## src/rtl/serial_subtractor.sv

```systemverilog
// Bit-serial subtractor: {Bout, D} = A - B - Bin, one bit per clock, LSB first,
// through a single full-subtractor cell behind a start/busy/done handshake.
module serial_subtractor #(
    parameter int unsigned WIDTH = 4,
    parameter int unsigned CNT_W = $clog2(WIDTH) + 1
) (
    input  logic             clk,
    input  logic             rst,
    input  logic             start,
    input  logic [WIDTH-1:0] A,
    input  logic [WIDTH-1:0] B,
    input  logic             Bin,
    output logic             busy,
    output logic             done,
    output logic [WIDTH-1:0] D,
    output logic             Bout,
    output logic             V
);

    typedef enum logic [1:0] {
        IDLE = 2'd0,
        RUN  = 2'd1,
        DONE = 2'd2
    } state_t;

    state_t             state_q, state_d;
    logic [WIDTH-1:0]   a_q, a_d;
    logic [WIDTH-1:0]   b_q, b_d;
    logic [WIDTH-1:0]   d_q, d_d;
    logic [CNT_W-1:0]   cnt_q, cnt_d;
    logic               br_q, br_d;
    logic               bout_q, bout_d;
    logic               v_q, v_d;
    logic               busy_q, busy_d;
    logic               done_q, done_d;

    logic               a_i, b_i, d_i, br_nxt, last_bit;

    // Next-state, datapath and registered-output logic
    always_comb begin
        state_d  = state_q;
        a_d      = a_q;
        b_d      = b_q;
        d_d      = d_q;
        cnt_d    = cnt_q;
        br_d     = br_q;
        bout_d   = bout_q;
        v_d      = v_q;

        a_i      = a_q[0];
        b_i      = b_q[0];
        d_i      = a_i ^ b_i ^ br_q;
        br_nxt   = (~a_i & b_i) | (~(a_i ^ b_i) & br_q);
        last_bit = (cnt_q == CNT_W'(WIDTH - 1));

        case (state_q)
            IDLE: begin
                if (start) begin
                    a_d     = A;
                    b_d     = B;
                    br_d    = Bin;
                    cnt_d   = '0;
                    state_d = RUN;
                end
            end
            RUN: begin
                // Operands shift right so bit i is always at position 0.
                d_d   = {d_i, d_q[WIDTH-1:1]};
                a_d   = a_q >> 1;
                b_d   = b_q >> 1;
                br_d  = br_nxt;
                cnt_d = cnt_q + CNT_W'(1);
                if (last_bit) begin
                    // At the MSB step a_i/b_i are the latched sign bits and d_i is D[MSB].
                    bout_d  = br_nxt;
                    v_d     = (a_i != b_i) && (d_i != a_i);
                    state_d = DONE;
                end
            end
            DONE: begin
                state_d = IDLE;
            end
            default: begin
                state_d = IDLE;
            end
        endcase

        busy_d = (state_d == RUN);
        done_d = (state_d == DONE);
    end

    // State and output registers with synchronous reset
    always_ff @(posedge clk) begin
        if (rst) begin
            state_q <= IDLE;
            a_q     <= '0;
            b_q     <= '0;
            d_q     <= '0;
            cnt_q   <= '0;
            br_q    <= 1'b0;
            bout_q  <= 1'b0;
            v_q     <= 1'b0;
            busy_q  <= 1'b0;
            done_q  <= 1'b0;
        end else begin
            state_q <= state_d;
            a_q     <= a_d;
            b_q     <= b_d;
            d_q     <= d_d;
            cnt_q   <= cnt_d;
            br_q    <= br_d;
            bout_q  <= bout_d;
            v_q     <= v_d;
            busy_q  <= busy_d;
            done_q  <= done_d;
        end
    end

    assign busy = busy_q;
    assign done = done_q;
    assign D    = d_q;
    assign Bout = bout_q;
    assign V    = v_q;

endmodule

```

## config.mk

```make
export PLATFORM = sky130hd
export DESIGN_NAME = serial_subtractor
export DESIGN_NICKNAME = d
export VERILOG_FILES = /design/src/rtl/serial_subtractor.sv
export SDC_FILE = /design/constraint.sdc
export NUM_CORES = 1
export LEC_CHECK = 0
export CORE_ASPECT_RATIO = 1.4
export CORE_MARGIN = 8
export CORE_UTILIZATION = 30
export CTS_BUF_LIST = sky130_fd_sc_hd__clkbuf_8
export DETAILED_ROUTE_END_ITERATION = 12
export GPL_ROUTABILITY_DRIVEN = 0
export GPL_TIMING_DRIVEN = 0
export PLACE_DENSITY = 0.58
export RECOVER_POWER = 50
export SETUP_SLACK_MARGIN = 0.02
export SLEW_MARGIN = 5
export SYNTH_ARGS = -nofsm -noshare
export SYNTH_HDL_FRONTEND = slang
export SYNTH_SLANG_ARGS = --single-unit
```

## constraint.sdc

```tcl
create_clock -name clk -period 3.53 [get_ports clk]
set_input_delay 0.353 -clock clk [delete_from_list [all_inputs] [get_ports clk]]
set_output_delay 0.353 -clock clk [all_outputs]
set_load 0.005 [all_outputs]
```

==> results.md <==
STA:
- The number of hold violations in the final report is 0.
- Timing would allow up to 607 MHz.
- The final period utilization is 0.467.
- Measured against its own limit, the worst slew margin works out to 0.655.
- Clock skew on the completed layout was measured at 0.00188 ns.
- The clock period minus worst slack is 1.65 ns.
- Adding up every negative setup slack in the final design gives 0 ns.
- The max-slew violation count is 0.
- Setup repair after global routing left no endpoint under its margin.
- Setup violations remaining at the end of the flow were counted as 0.
- The transition time at the pin with the least slew margin is 0.516 ns.

Synthesis:
- The share of synthesized area in the top cell type comes to 0.476.
- The synthesized instance count is 94.
- Counting distinct cell types in the post-synthesis netlist gives 21.
- Of the total synthesized cell area, the portion taken by AND, OR, NAND and NOR gates is 0.149.
- The synthesized netlist occupies a cell area of 925 um2.
- After synthesis, the largest family of logic cells by area is compound AO/OA/AOI/OAI gates.
- dfxtp_1 takes more of the synthesized area than any other cell.
- Of the synthesized area, sequential elements account for 0.476.
- The Yosys step of the flow raised 0 warnings.
- After synthesis, the cell types taking the most area are dfxtp_1 (48%), mux2i_1 (9.7%), a211oi_1 (7.3%).
- The synthesized-area fraction occupied by ao, oa, aoi and oai cells came to 0.153.
- After synthesis the netlist holds a flip-flop and latch count of 22.
- The xor/xnor cell area share of the yosys netlist is 0.00947.
- After synthesis, the share of cell area in mux cells is 0.0974.
- In this run the mean area of a mapped cell was 9.84 um2.
- The number of nets in the synthesized netlist is 110.
- The post-synthesis adder-cell area fraction is 0.0622.

Critical path:
- The kind of start point of the critical path is an input port.
- STA classifies the critical path endpoint as a flop.
- The data arrival at the endpoint of the critical path is 1.82 ns.
- The biggest fanout along the worst timing path is 10.
- The worst path required time is 3.70 ns.
- The critical path is of the in2reg type.

Power and ir drop:
- The total power divided by cell area is 425 mW/mm2.
- The worst vdd rail ir drop is 143 uV.
- In this run the static leakage power is 0.488 nW.

Clocking:
- The maximum level of the CTS H-tree is 1.
- The clock tree from TritonCTS is done.
- The number of clock buffers added by TritonCTS is 3.
- The clock insertion delay at the later pin of the skew report is 0.26 ns.
- No sink is reached through more buffers than the 2 on the longest clock path.
- In this run the post-CTS setup repair buffer count came out at 0.
- The quantity of gates resized following cts is 0.
- The number of clock sinks is 22.
- The library cell used as clock root buffer is clkbuf_8.
- The number of hold buffers added after CTS was 0.
- The clock transition at the registers of the reported paths is 0.07 ns.

Die:
- In this run the vertical extent of the chip is 81.7 um.
- The horizontal extent of the die is 62.9 um.
- The die covers 0.00514 mm2.
- The row count is 24.
- The total I/O pin count is 20.
- The total core area is 0.00303 mm2.
- The initial core utilization is 0.305.

Place:
- The count of buffers from port buffering is 19.
- The HPWL after detailed placement is 1490 um.
- After detailed placement, the design holds a cell count of 152.

Flow run:
- The max-capacitance violation count is 0.

Global routing:
- The total overflow left after global routing is 0.
- The number of global-route vias before repair is 780.
- The number of antenna violations at the first check in global routing is 0.
- The largest net degree at the start of global routing is 13.
- The first-pass GRT wire length is 3260 um.
- The all-layer global routing usage is 0.0790.

Layout:
- The final core utilization is 0.399.
- Once layout is complete, the cells apart from fillers number 156.
- Leaving out fill and tap cells, the most frequent cell in the layout is dfxtp_1.
- The number of filler cells placed in the layout is 315.
- The count of nets after finishing is 134.
- The count of inserted antenna diode cells is 0.
- The library cells used most frequently in the layout, excluding fill and tap cells, are dfxtp_1 (22), clkdlybuf4s50_1 (17), nor2_1 (15).
- Of the cells placed in the final design, the portion with a size suffix greater than 1 is 0.0513.
- The area growth from synthesis to layout is 31.0%.

Worst hold path:
- The min-delay analysis places its worst path in the category reg2reg.

Drt:
- The number of DRC markers in iteration 0 is 12.
- Across all layers, the routed design uses 728 vias.
- The remaining routing DRC violations is 0.
- The final layout contains routed wiring with a total length of 1850 um.
- The post-detailed-route via-to-cell ratio is 4.67.
- The first-pass detailed-route iteration total is 4.
- The detail route stage leaves a number of antenna-violating nets equal to 0.
- The per-cell routed wire length is 11.9 um.

Status:
- The run finished with clean final reports.
[area by class of cell]
class | count | area [um2] | share of cell area
sequential | 22 | 440 | 0.364
multi-input combinational | 63 | 435 | 0.360
timing repair buffer | 19 | 190 | 0.157
clock buffer | 4 | 55.1 | 0.0455
tap | 39 | 48.8 | 0.0403
buffer | 4 | 22.5 | 0.0186
inverter | 5 | 18.8 | 0.0155
[layer usage]
metal | part of all wire | global-route usage
met3 | 0.057 | 0.0259
met4 | 0.013 | 0.0549
met1 | 0.40 | 0.0707
met2 | 0.53 | 0.149
met5 | 0 | 0
[state kept, by name, summed over array words and instances, names as in the netlist]
| register | flops |
|---|---|
| b_q | 4 |
| state_q | 2 |
| Bout | 1 |
| br_q | 1 |
| cnt_q | 3 |
| D | 4 |
| a_q | 4 |
| V | 1 |
| done | 1 |
| busy | 1 |
[per-stage QoR]
step	hold slack, ns	worst slack [ns]	power [W]	area [um2]
6_report	0.451	1.88	0.000514	1210
3_3_place_gp	0.441	1.97	0.000347	1160
4_1_cts	0.453	1.95	0.000525	1220
3_5_place_dp	0.442	1.94	0.000350	1160
5_1_grt	0.476	1.72	0.000543	1210
2_1_floorplan	0.431	2.06	0.000320	925
[final timing paths]
path,startpoint,endpoint,slack [ns],cells past startpoint
setup / recovery,start,b_q[1],1.88,5
hold / removal,V,V,0.45,2
setup reg to reg,b_q[0],V,1.97,5
hold reg to reg,V,V,0.45,2
[power breakdown]
part / internal, W / switching [W]
logic: 0.0000380 / 0.0000326
registers: 0.000261 / 0.00000918
clock network: 0.0000992 / 0.0000745
[cell families (layout without fill, tap and decap cells)]
| group | Yosys count | count (layout) |
|---|---|---|
| AND/OR/NAND/NOR | 29 | 29 |
| flip-flops | 22 | 22 |
| AO/OA/AOI/OAI | 20 | 20 |
| multiplexers | 9 | 9 |
| buffers and inverters | 9 | 32 |
| adder cells (fa/ha/maj) | 4 | 4 |
| XOR/XNOR | 1 | 1 |
[cell usage after synthesis]
library cell and count:
ha_1 3, dfxtp_1 22, clkbuf_1 2, a211oi_1 9, fa_1 1, nand3b_4 1, inv_1 5, a21oi_1 5
a22oi_1 3, o21ba_2 1, o21bai_1 1, nor2b_1 1, or3_1 1, nor3b_1 1, xnor2_1 1, nand2_1 9
a2bb2oi_1 1, or2b_1 1, buf_6 2, nor2_1 15, mux2i_1 9
[worst max-delay path, cell delays in order]
cell and delay, ns:
dlygate4sd3_1 0.58, o21ba_1 0.23, clkbuf_1 0.35, nor2_1 0.07, a211oi_1 0.23
(Power assumes the default switching activity.)
